File: src/rtl/spi_frame_receiver_pkg.sv
// ---------------------------------------------------------------------------
// spi_frame_receiver_pkg
//   Shared definitions for the SPI frame receiver: receiver state encoding
//   and the default word width / synchronizer depth / buffer depth. The word
//   width default is the value the SPI pattern generator uses, so both ends
//   of a loop-back agree.
// ---------------------------------------------------------------------------
package spi_frame_receiver_pkg;

  // Receiver control states (2-bit encoding).
  typedef enum logic [1:0] {
    ST_WAIT_IDLE = 2'd0,  // after reset: wait for CS high before trusting a frame
    ST_IDLE      = 2'd1,  // CS high, waiting for a frame to start
    ST_SHIFT     = 2'd2   // CS low, deserializing bits
  } rx_state_e;

  localparam int DEFAULT_WORD_W      = 16;
  localparam int DEFAULT_SYNC_STAGES = 2;
  localparam int DEFAULT_FIFO_DEPTH  = 4;

  // True when v is a positive power of two.
  function automatic bit is_pow2(input int v);
    return (v > 0) && ((v & (v - 1)) == 0);
  endfunction

endpackage

File: src/rtl/spi_frame_receiver_if.sv
// ---------------------------------------------------------------------------
// spi_frame_receiver_if
//   Valid/ready word stream leaving the SPI frame receiver.
//   Signals:
//     out_data   word being offered
//     out_valid  out_data holds a word
//     out_ready  consumer accepts; transfer when out_valid & out_ready
//   Modports:
//     master  the receiver (drives data/valid, reads ready)
//     slave   the consumer (reads data/valid, drives ready)
// ---------------------------------------------------------------------------
interface spi_frame_receiver_if
  import spi_frame_receiver_pkg::*;
#(
  parameter int WORD_W = DEFAULT_WORD_W
) ();

  logic [WORD_W-1:0] out_data;
  logic              out_valid;
  logic              out_ready;

  modport master (output out_data, output out_valid, input out_ready);
  modport slave  (input out_data, input out_valid, output out_ready);

endinterface

File: src/rtl/spi_frame_receiver_rx_sync.sv
// ---------------------------------------------------------------------------
// spi_rx_sync
//   Brings the asynchronous SPI pins into the system clock domain.
//   CS and SCLK go through SYNC_STAGES-deep chains followed by an edge
//   detector; SDO is only synchronized.
//   Ports:
//     i_clk, i_rst_n   system clock, synchronous active-low reset
//     i_cs, i_sclk, i_sdo   raw SPI pins
//     o_cs_s           synchronized CS level
//     o_cs_fall/o_cs_rise   one-cycle CS edge strobes
//     o_sclk_rise      one-cycle SCLK rising-edge strobe
//     o_sdo_s          synchronized SDO, aligned with o_sclk_rise
// ---------------------------------------------------------------------------
module spi_rx_sync
  import spi_frame_receiver_pkg::*;
#(
  parameter int SYNC_STAGES = DEFAULT_SYNC_STAGES
) (
  input  logic i_clk,
  input  logic i_rst_n,
  input  logic i_cs,
  input  logic i_sclk,
  input  logic i_sdo,
  output logic o_cs_s,
  output logic o_sclk_rise,
  output logic o_cs_fall,
  output logic o_cs_rise,
  output logic o_sdo_s
);

  logic [SYNC_STAGES-1:0] r_cs_sync;
  logic [SYNC_STAGES-1:0] r_sclk_sync;
  logic [SYNC_STAGES-1:0] r_sdo_sync;
  logic                   r_cs_prev;
  logic                   r_sclk_prev;

  // Synchronizer chains and previous-value flops for edge detection.
  // CS resets to 0 (not to its idle 1) so that a frame already in progress
  // when reset releases is never mistaken for a fresh CS fall.
  always_ff @(posedge i_clk) begin
    if (!i_rst_n) begin
      r_cs_sync   <= '0;
      r_sclk_sync <= '0;
      r_sdo_sync  <= '0;
      r_cs_prev   <= 1'b0;
      r_sclk_prev <= 1'b0;
    end else begin
      r_cs_sync   <= {r_cs_sync[SYNC_STAGES-2:0], i_cs};
      r_sclk_sync <= {r_sclk_sync[SYNC_STAGES-2:0], i_sclk};
      r_sdo_sync  <= {r_sdo_sync[SYNC_STAGES-2:0], i_sdo};
      r_cs_prev   <= r_cs_sync[SYNC_STAGES-1];
      r_sclk_prev <= r_sclk_sync[SYNC_STAGES-1];
    end
  end

  assign o_cs_s      = r_cs_sync[SYNC_STAGES-1];
  assign o_sdo_s     = r_sdo_sync[SYNC_STAGES-1];
  assign o_sclk_rise = r_sclk_sync[SYNC_STAGES-1] & ~r_sclk_prev;
  assign o_cs_fall   = ~r_cs_sync[SYNC_STAGES-1] & r_cs_prev;
  assign o_cs_rise   = r_cs_sync[SYNC_STAGES-1] & ~r_cs_prev;

endmodule

File: src/rtl/spi_frame_receiver.sv
// ---------------------------------------------------------------------------
// spi_frame_receiver
//   Rebuilds a mode-0 SPI stream (CS/SCLK/SDO) into WORD_W-bit words,
//   MSB first, and offers them on a valid/ready interface. A frame may hold
//   several back-to-back words; a frame closed mid-word raises frame_err.
//   Optional macro SPI_RX_FIFO_EN: FIFO_DEPTH-entry first-word-fall-through
//   buffer; otherwise a single holding register.
//   Ports:
//     CLK_IN     system clock
//     RST_N      synchronous reset, active low
//     CS, SCLK, SDO   asynchronous SPI pins
//     out_if     word stream (master modport)
//     frame_err  1-cycle pulse: CS rose with a partial word pending
//     overrun    1-cycle pulse: completed word dropped, buffer full
//     busy       receiver is inside a frame (SHIFT)
// ---------------------------------------------------------------------------
module spi_frame_receiver
  import spi_frame_receiver_pkg::*;
#(
  parameter int WORD_W      = DEFAULT_WORD_W,
  parameter int SYNC_STAGES = DEFAULT_SYNC_STAGES,
  parameter int FIFO_DEPTH  = DEFAULT_FIFO_DEPTH
) (
  input  logic                 CLK_IN,
  input  logic                 RST_N,
  input  logic                 CS,
  input  logic                 SCLK,
  input  logic                 SDO,
  spi_frame_receiver_if.master out_if,
  output logic                 frame_err,
  output logic                 overrun,
  output logic                 busy
);

  localparam int               CNT_W    = $clog2(WORD_W + 1);
  localparam logic [CNT_W-1:0] LAST_BIT = CNT_W'(WORD_W - 1);
  localparam logic [CNT_W-1:0] CNT_ZERO = '0;
  localparam logic [CNT_W-1:0] CNT_ONE  = CNT_W'(1);

  // Illegal configurations stop elaboration.
`ifdef SPI_RX_FIFO_EN
  if (SYNC_STAGES < 2 || WORD_W < 3 || FIFO_DEPTH < 2 || !is_pow2(FIFO_DEPTH)) begin : g_bad_cfg
    $error("spi_frame_receiver: illegal parameter set");
  end
`else
  if (SYNC_STAGES < 2 || WORD_W < 3 || FIFO_DEPTH < 1) begin : g_bad_cfg
    $error("spi_frame_receiver: illegal parameter set");
  end
`endif

  logic w_cs_s, w_sclk_rise, w_cs_fall, w_cs_rise, w_sdo_s;

  spi_rx_sync #(
    .SYNC_STAGES (SYNC_STAGES)
  ) u_sync (
    .i_clk       (CLK_IN),
    .i_rst_n     (RST_N),
    .i_cs        (CS),
    .i_sclk      (SCLK),
    .i_sdo       (SDO),
    .o_cs_s      (w_cs_s),
    .o_sclk_rise (w_sclk_rise),
    .o_cs_fall   (w_cs_fall),
    .o_cs_rise   (w_cs_rise),
    .o_sdo_s     (w_sdo_s)
  );

  rx_state_e         r_state;
  rx_state_e         w_next_state;
  logic [CNT_W-1:0]  r_bit_cnt;
  // Only WORD_W-1 bits are stored: the last bit joins them on the push.
  logic [WORD_W-2:0] r_shift;
  logic              w_take_bit;
  logic              w_word_done;
  logic              w_frame_err;
  logic              w_clear_cnt;
  logic              w_push;
  logic [WORD_W-1:0] w_push_data;
  logic              w_pop;
  logic              w_accept;
  logic              r_frame_err;
  logic              r_overrun;
  logic              r_busy;

  // State register.
  always_ff @(posedge CLK_IN) begin
    if (!RST_N) begin
      r_state <= ST_WAIT_IDLE;
    end else begin
      r_state <= w_next_state;
    end
  end

  // Next state and per-cycle control strobes.
  always_comb begin
    w_next_state = r_state;
    w_take_bit   = 1'b0;
    w_word_done  = 1'b0;
    w_frame_err  = 1'b0;
    w_clear_cnt  = 1'b0;
    case (r_state)
      ST_WAIT_IDLE: begin
        if (w_cs_s) begin
          w_next_state = ST_IDLE;
        end else begin
          w_next_state = ST_WAIT_IDLE;
        end
      end
      ST_IDLE: begin
        if (w_cs_fall) begin
          w_next_state = ST_SHIFT;
          w_clear_cnt  = 1'b1;
        end else begin
          w_next_state = ST_IDLE;
        end
      end
      ST_SHIFT: begin
        // A bit arriving together with CS rise is taken before the close.
        if (w_sclk_rise) begin
          w_take_bit  = 1'b1;
          w_word_done = (r_bit_cnt == LAST_BIT);
        end else begin
          w_take_bit  = 1'b0;
        end
        if (w_cs_rise) begin
          w_next_state = ST_IDLE;
          w_clear_cnt  = 1'b1;
          w_frame_err  = !w_word_done && ((r_bit_cnt != CNT_ZERO) || w_sclk_rise);
        end else begin
          w_next_state = ST_SHIFT;
        end
      end
      default: begin
        w_next_state = ST_WAIT_IDLE;
      end
    endcase
  end

  // Deserializer: shift register and bit counter. The completing bit is
  // pushed straight into the buffer, so the counter never reaches WORD_W.
  always_ff @(posedge CLK_IN) begin
    if (!RST_N) begin
      r_shift   <= '0;
      r_bit_cnt <= CNT_ZERO;
    end else if (w_clear_cnt || w_word_done) begin
      r_shift   <= '0;
      r_bit_cnt <= CNT_ZERO;
    end else if (w_take_bit) begin
      r_shift   <= {r_shift[WORD_W-3:0], w_sdo_s};
      r_bit_cnt <= r_bit_cnt + CNT_ONE;
    end else begin
      r_shift   <= r_shift;
      r_bit_cnt <= r_bit_cnt;
    end
  end

  assign w_push      = w_word_done;
  assign w_push_data = {r_shift, w_sdo_s};

`ifdef SPI_RX_FIFO_EN
  localparam int             AW      = $clog2(FIFO_DEPTH);
  localparam logic [AW:0]    PTR_ONE = {{AW{1'b0}}, 1'b1};

  logic [WORD_W-1:0] r_mem [FIFO_DEPTH];
  logic [AW:0]       r_wr_ptr;
  logic [AW:0]       r_rd_ptr;
  logic              w_empty;
  logic              w_full;

  assign w_empty  = (r_wr_ptr == r_rd_ptr);
  assign w_full   = (r_wr_ptr[AW] != r_rd_ptr[AW]) &&
                    (r_wr_ptr[AW-1:0] == r_rd_ptr[AW-1:0]);
  assign w_pop    = ~w_empty & out_if.out_ready;
  // A pop in the same cycle frees the slot the push needs.
  assign w_accept = w_push & (~w_full | w_pop);

  // FIFO storage and pointers.
  always_ff @(posedge CLK_IN) begin
    if (!RST_N) begin
      for (int i = 0; i < FIFO_DEPTH; i++) begin
        r_mem[i] <= '0;
      end
      r_wr_ptr <= '0;
      r_rd_ptr <= '0;
    end else begin
      if (w_accept) begin
        r_mem[r_wr_ptr[AW-1:0]] <= w_push_data;
        r_wr_ptr                <= r_wr_ptr + PTR_ONE;
      end else begin
        r_wr_ptr <= r_wr_ptr;
      end
      if (w_pop) begin
        r_rd_ptr <= r_rd_ptr + PTR_ONE;
      end else begin
        r_rd_ptr <= r_rd_ptr;
      end
    end
  end

  assign out_if.out_data  = r_mem[r_rd_ptr[AW-1:0]];
  assign out_if.out_valid = ~w_empty;
`else
  logic [WORD_W-1:0] r_hold_data;
  logic              r_hold_valid;

  assign w_pop    = r_hold_valid & out_if.out_ready;
  assign w_accept = w_push & (~r_hold_valid | w_pop);

  // Single-entry holding register.
  always_ff @(posedge CLK_IN) begin
    if (!RST_N) begin
      r_hold_data  <= '0;
      r_hold_valid <= 1'b0;
    end else if (w_accept) begin
      r_hold_data  <= w_push_data;
      r_hold_valid <= 1'b1;
    end else if (w_pop) begin
      r_hold_data  <= r_hold_data;
      r_hold_valid <= 1'b0;
    end else begin
      r_hold_data  <= r_hold_data;
      r_hold_valid <= r_hold_valid;
    end
  end

  assign out_if.out_data  = r_hold_data;
  assign out_if.out_valid = r_hold_valid;
`endif

  // Status pulses and busy flag.
  always_ff @(posedge CLK_IN) begin
    if (!RST_N) begin
      r_frame_err <= 1'b0;
      r_overrun   <= 1'b0;
      r_busy      <= 1'b0;
    end else begin
      r_frame_err <= w_frame_err;
      r_overrun   <= w_push & ~w_accept;
      r_busy      <= (w_next_state == ST_SHIFT);
    end
  end

  assign frame_err = r_frame_err;
  assign overrun   = r_overrun;
  assign busy      = r_busy;

endmodule
File: src/flat_wrapper.sv
// flat-port wrapper written by rule: the top's interface ports become plain ports
module spi_frame_receiver_flat import spi_frame_receiver_pkg::*;
#(
  parameter int WORD_W      = DEFAULT_WORD_W,
  parameter int SYNC_STAGES = DEFAULT_SYNC_STAGES,
  parameter int FIFO_DEPTH  = DEFAULT_FIFO_DEPTH
)
  (CLK_IN, RST_N, CS, SCLK, SDO, frame_err, overrun, busy, out_if_out_data, out_if_out_valid, out_if_out_ready);
  spi_frame_receiver_if #(.WORD_W(WORD_W)) out_if_i ();
  input  logic CLK_IN;
  input  logic RST_N;
  input  logic CS;
  input  logic SCLK;
  input  logic SDO;
  output logic frame_err;
  output logic overrun;
  output logic busy;
  output wire logic [$bits(out_if_i.out_data)-1:0] out_if_out_data;
  output wire logic [$bits(out_if_i.out_valid)-1:0] out_if_out_valid;
  input wire logic [$bits(out_if_i.out_ready)-1:0] out_if_out_ready;
  assign out_if_out_data = out_if_i.out_data;
  assign out_if_out_valid = out_if_i.out_valid;
  assign out_if_i.out_ready = out_if_out_ready;
  spi_frame_receiver #(.WORD_W(WORD_W), .SYNC_STAGES(SYNC_STAGES), .FIFO_DEPTH(FIFO_DEPTH)) u_core (.CLK_IN(CLK_IN), .RST_N(RST_N), .CS(CS), .SCLK(SCLK), .SDO(SDO), .out_if(out_if_i), .frame_err(frame_err), .overrun(overrun), .busy(busy));
endmodule
File: config.mk
export PLATFORM = sky130hd
export DESIGN_NAME = spi_frame_receiver_flat
export DESIGN_NICKNAME = d
export VERILOG_FILES = /design/src/rtl/spi_frame_receiver_pkg.sv /design/src/rtl/spi_frame_receiver_if.sv /design/src/rtl/spi_frame_receiver_rx_sync.sv /design/src/rtl/spi_frame_receiver.sv /design/src/flat_wrapper.sv
export SDC_FILE = /design/constraint.sdc
export NUM_CORES = 1
export LEC_CHECK = 0
export ABC_AREA = 0
export CORE_MARGIN = 5
export CORE_UTILIZATION = 33
export DETAILED_ROUTE_END_ITERATION = 8
export PLACE_DENSITY_LB_ADDON = 0.12
export SLEW_MARGIN = 20
export SYNTH_ARGS = -nofsm -noshare
export SYNTH_HDL_FRONTEND = slang
export SYNTH_HIERARCHICAL = 1
export SYNTH_SLANG_ARGS = --single-unit
File: constraint.sdc
create_clock -name CLK_IN -period 4.2 [get_ports CLK_IN]
set_input_delay 0.63 -clock CLK_IN [delete_from_list [all_inputs] [get_ports CLK_IN]]
set_output_delay 0.63 -clock CLK_IN [all_outputs]
set_load 0.01 [all_outputs]
**Word level (Yosys, flattened, before mapping)**

Cells that the tools add are included.

- Flip-flop bits (word level): 50
- Input bits: 6

- Eq/ne operators: 4
- Multiplexer cells: 14
- Reductions and logical operators: 9
- Add/sub/neg operators: 1
- Bitwise logic cells: 13

Operators by type and width:

| cell | number |
|---|---|
| 1-bit two-way mux | 10 |
| 1-bit bitwise AND | 6 |
| 1-bit inverter | 6 |
| 2-bit one-hot mux with 3 select lines | 1 |
| 5-bit by 1-bit adder with 5-bit output (second input constant) | 1 |
| 5-bit by 4-bit equality test with 1-bit output (second input constant) | 1 |
| 5-bit nonzero test | 1 |
| 2-bit equality test (second input constant) | 2 |
| 2-bit two-way mux | 2 |
| 3-bit AND reduction | 1 |
| 2-bit by 1-bit equality test with 1-bit output (second input constant) | 1 |
| 2-bit logical NOT | 1 |
| 1-bit logical OR | 2 |
| 1-bit one-hot mux with 2 select lines | 1 |
| 2-bit nonzero test | 1 |
| 2-bit OR reduction | 1 |
| 1-bit logical AND | 1 |
| 1-bit logical NOT | 1 |
| 1-bit bitwise OR | 1 |

**Longest topological paths before layout**

- Depth in word-level cells: 8
- Depth in mapped cells: 8
- Gate-level depth less buffers: 6

**Cells and area by module**

The synthesis kept the hierarchy.

By module, submodules not included:

| module | instances | seq. area each (um^2) | area each (um^2) | cells an instance |
|---|---|---|---|---|
| spi_frame_receiver | 1 | 840.8 | 1740.4 | 199 |
| spi_rx_sync | 1 | 160.2 | 229.0 | 19 |

**Worst setup path before layout**

OpenSTA, ideal clock, no wires.

- Path type: reg2reg
- Start: register u_core.r_bit_cnt[0]
- End: register u_core.r_overrun (netlist: u_core/overrun)
- Arrival: 1476 ps
- Setup slack: 2608 ps
- Stages on the path, launching flop included: 8
- Path through: dfxtp_1 -> ha_1 -> and3_1 -> ha_1 -> and3_1 -> buf_6 -> buf_6 -> and3_1

- Cells in the longest elaborated chain, start to end: 7

Ends and longest elaborated chain:

| what | RTL line | source |
|---|---|---|
| start, declared | spi_frame_receiver.sv:70 | `logic [CNT_W-1:0] r_bit_cnt;` |
| start signal, assigned | spi_frame_receiver.sv:150 | `r_bit_cnt <= r_bit_cnt + CNT_ONE;` |
| start signal, assigned | spi_frame_receiver.sv:153 | `r_bit_cnt <= r_bit_cnt;` |
| 5-bit by 4-bit equality test with 1-bit output (*) | spi_frame_receiver.sv:121 | `w_word_done = (r_bit_cnt == LAST_BIT);` |
| 1-bit two-way mux (*) | spi_frame_receiver.sv:119 | `if (w_sclk_rise) begin` |
| 1-bit two-way mux (*) (2 in series) | spi_frame_receiver.sv:101 | `case (r_state)` |
| 1-bit bitwise AND | spi_frame_receiver.sv:207 | `assign w_accept = w_push & (~r_hold_valid \| w_pop);` |
| 1-bit inverter | spi_frame_receiver.sv:238 | `r_overrun <= w_push & ~w_accept;` |
| 1-bit bitwise AND (*) | spi_frame_receiver.sv:238 |  |
| end signal, assigned | spi_frame_receiver.sv:238 |  |
| end, declared | spi_frame_receiver.sv:82 | `logic r_overrun;` |

Mark *: on every way between the ends. The rest lies on a longest branch, timed or not. The select of a mux whose other input is x is not followed.
A chain may end at the register's enable or synchronous reset.

**Worst setup path after layout**

- Start: input port RST_N
- End: register u_core.r_bit_cnt[4]

- Cells in the longest elaborated chain, start to end: 2

Ends and longest elaborated chain:

| what | RTL line | source |
|---|---|---|
| start, declared | flat_wrapper.sv:11 | `input logic RST_N;` |
| 1-bit inverter (no line) | - |  |
| 2-bit OR reduction (no line) | - |  |

No other way between the ends.

==> results <==
- The flow ran to the end, and the final reports show no timing, DRC or antenna violations.
- The full die area is 7610 um^2.
- The initial DRC count is 123.
- The placed wire-length estimate is 2.42 mm.
- The synthesized net count is 231.
- The mean instance size in the synthesized netlist is 9.03 um^2.
- For this configuration, the core starts out at a cell density of 33.7%.
- Of the total power, the share spent switching nets is 20.4%.
- The cell with the biggest individual delay on the critical path is sky130_fd_sc_hd__clkdlybuf4s50_1.
- The die is 87.3 um tall.
- The count of different cell masters after synthesis is 31.
- The count of mapped cells out of synthesis is 218.
- In this run, CTS created clock tree buffers numbering 5.
- The hold violation total from the final report is 0.
- The synthesized flop and latch total is 50.
- No sink is reached through more buffers than the 2 on the longest clock path.
- The H-tree was split into 2 levels.
- Setup repair after global routing left no endpoint under its margin.
- Summing the sequential cell areas from Yosys gives 50.8% of the chip area.
- Setup slack on the worst reg-to-reg path comes out at 2190 ps.
- The tool flagged a number of max-cap violations equal to 0.
- The critical path goes through clkdlybuf4s50_1, o211ai_1, buf_4, a211oi_2.
- The placed cell count is 305.
- The total DRC errors in the routed layout is 0.
- Global routing finished with a remaining overflow of 0.
- The count of final max-slew check failures is 0.
- The via-per-instance ratio is 4.68.
- The initial antenna violation count was 0.
- Entering global routing, the biggest net connects 30 pins.
- Based on the critical path, the design can be clocked at up to 490 MHz.
- The post-route setup TNS is 0 ps.
- The power share of the combinational group is 2.8%.
- The cell sitting at the root of the clock tree is a sky130_fd_sc_hd__clkbuf_8.
- Leaving out fill and tap cells, the most frequent cells in the layout are 50 x sky130_fd_sc_hd__dfxtp_1, 33 x sky130_fd_sc_hd__nand2_1, 25 x sky130_fd_sc_hd__clkdlybuf4s50_1.
- The analysis attributes to net switching a power of 170 uW.
- Subtracting the final worst setup slack from the clock period gives 2040 ps.
- The floorplan has 28 rows.
- The number of antenna-violating nets in the routed design is 0.
- The actual transition at the worst max-transition pin is 812 ps.
- The placed instance area is 2230 um^2.
- The worst reg2reg path startpoint is u_core/r_bit_cnt[0].
- Clock-pin slew was measured on the worst setup and hold paths at 90 ps.
- The first TritonRoute pass finished after 4 iterations.
- The class of the most critical setup path is primary input to register.
- The number of filler instances in the final layout is 595.
- 0 antenna diodes ended up in the layout.
- Of all nets on the critical path, the largest fanout is 29.
- Post-CTS repair changed the size of 0 cells.
- In this run the most critical hold path is launched from u_core/u_sync/r_sclk_sync[0].
- The remaining max-slew budget at the tightest pin is 45.7%.
- In this run the static leakage power is 0.797 nW.
- In this run the critical register-to-register path is captured at u_core/r_bit_cnt[4].
- The proportion of power drawn by flip-flops and latches is 57.3%.
- The count of non-filler cells in the finished layout is 313.
- The post-route clock skew is 7.33 ps.
- The hold-critical path endpoint is u_core/u_sync/r_sclk_sync[1].
- The floorplan step defined a core boundary enclosing 5850 um^2.
- Clock tree synthesis found a total of 50 sinks.
- The clock tree from TritonCTS is built.
- The leading cell type in the layout, fill and taps excluded is sky130_fd_sc_hd__dfxtp_1.
- After clock tree synthesis, the setup repair step added 0 buffers.
- At the end of routability-driven placement, the weighted congestion stood at 0.765.
- STA classifies the critical path endpoint as a register.
- After routing the design area is 2340 um^2.
- The depth of the most critical reg-to-reg path is 7.
- From synthesis to final layout, the design area changed by 19.0%.
- Of the cells placed in the final design, the portion with a size suffix greater than 1 is 5.46%.
- The via count is 1,466.
- The power density over the cells is 356 nW/um^2.
- STA classifies the critical path startpoint as a primary input.
- The number of buffers inserted by hold repair at cts is 0.
- The relative contribution of the clock network to total power is 39.9%.
- For the worst-skew pair, the clock arrives at the later sink with an insertion delay of 300 ps.
- The die outline width is 87.3 um.
- The worst min-delay path class is register to register.
- The warning count from the yosys run is 6.
- The via count of the first global-routing pass is 1,417.
- Pin placement for this block handled 26 I/O pins.
- The final layout contains 250 nets.
- Setup violations remaining at the end of the flow were counted as 0.
- The number of buffers added on ports is 25.
- Dividing the detail-routed wire length by the instance count gives 12.0 um.
- The first-pass GRT wire length is 6.53 mm.
- Of the available clock period, the critical path in the final layout requires 48.6%.
- After synthesis the cells add up to 1970 um^2.
- The total global routing track utilization is 10.9%.
- At the worst endpoint, the required time is 4420 ps.
- The final wirelength is 3.75 mm.
- For the worst setup path, the data arrival time is 2260 ps.
- The cell internal power dissipation is 665 uW.
- For this run, the slowest stage of the critical path takes 1000 ps.
- The count of cells along the worst hold path is 1.
- The highest ir drop seen on vdd is 180 uV.
flip-flops by register name (all words and copies together) (netlist names):
name,cells
u_core/u_sync/r_sclk_prev,1
u_core/u_sync/r_cs_prev,1
u_core/busy,1
u_core/u_sync/r_sdo_sync,2
u_core/u_sync/r_cs_sync,2
u_core/r_state,2
u_core/frame_err,1
u_core/overrun,1
u_core/r_shift,15
u_core/u_sync/r_sclk_sync,2
u_core/out_if.out_valid,1
u_core/out_if.out_data,16
u_core/r_bit_cnt,5
power groups by stage:
stage               logic [mW]  registers [mW]  clock network [mW]
floorplan               0.0148           0.490                   0
global placement        0.0235           0.490                   0
detailed placement      0.0237           0.490                   0
CTS                     0.0239           0.479               0.346
global route            0.0261           0.480               0.367
finish                  0.0233           0.479               0.333
cells by family after synthesis:
logic type,count (synthesis),synth area share (%)
DFF,50,50.8
buffers and inverters,20,5.53
AOI/OAI and AO/OA,58,18.0
xor gates and xnor gates,2,0.890
adders and majority gates,7,4.45
and+or+nand+nor,81,20.3
layer usage:
layer | vias up | part of all wire [%] | global-route usage [%]
li1 | 773 | - | -
met1 | 663 | 48 | 14.0
met2 | 23 | 45 | 17.3
met3 | 7 | 4.8 | 2.55
met4 | 0 | 1.7 | 4.60
met5 | - | 0 | 0
worst max-delay path by stage:
stage / startpoint / slack [ps] / end
4_1_cts: RST_N / 2100 / u_core/r_bit_cnt[4]
2_1_floorplan: u_core/r_bit_cnt[0] / 2610 / u_core/overrun
5_1_grt: u_core/r_bit_cnt[0] / 2020 / u_core/r_bit_cnt[4]
6_report: RST_N / 2160 / u_core/r_bit_cnt[4]
3_5_place_dp: RST_N / 1790 / u_core/r_bit_cnt[4]
3_3_place_gp: RST_N / 1810 / u_core/r_bit_cnt[4]
critical path, delay by kind of cell:
kind                   cells  cell delay, ps
AO/OA/AOI/OAI              2             370
buffers and inverters      2            1260
metrics by stage:
stage               hold WS [ps]  worst slack (ps)  utilization, %  total power [mW]
floorplan                    412              2610               -             0.505
global placement             413              1810            38.2             0.514
detailed placement           417              1790            38.2             0.514
CTS                          439              2100            40.1             0.849
global route                 453              2020            40.1             0.873
finish                       437              2160            40.1             0.835
cell type report:
| class | count | area (um^2) | area share (%) |
|---|---|---|---|
| tap | 75 | 93.8 | 4.00 |
| inverter | 6 | 22.5 | 0.961 |
| multi-input combinational | 148 | 860 | 36.7 |
| clock inverter | 3 | 40.0 | 1.71 |
| clock buffer | 5 | 68.8 | 2.94 |
| timing repair buffer | 26 | 258 | 11.0 |
| sequential | 50 | 1000 | 42.7 |
cell usage after synthesis (all sizes together):
library cell / n / share of area, %
a21boi: 17 / 6.5
a221o: 1 / 0.51
and2: 9 / 2.9
xnor2: 1 / 0.44
and3: 3 / 0.95
nor2b: 5 / 1.6
nand3: 20 / 5.3
nor4: 1 / 0.32
buf: 11 / 3.8
or3: 1 / 0.32
dfxtp: 50 / 51
clkbuf: 3 / 0.57
nand2: 34 / 6.6
inv: 6 / 1.1
a21oi: 18 / 4.6
nor2: 3 / 0.57
o21ai: 17 / 4.3
ha: 7 / 4.4
a22oi: 1 / 0.38
a211oi: 3 / 1.4
o211ai: 1 / 0.38
xor2: 1 / 0.44
and2b: 1 / 0.44
nand2b: 4 / 1.3
Power figures use the tool's default switching activity.
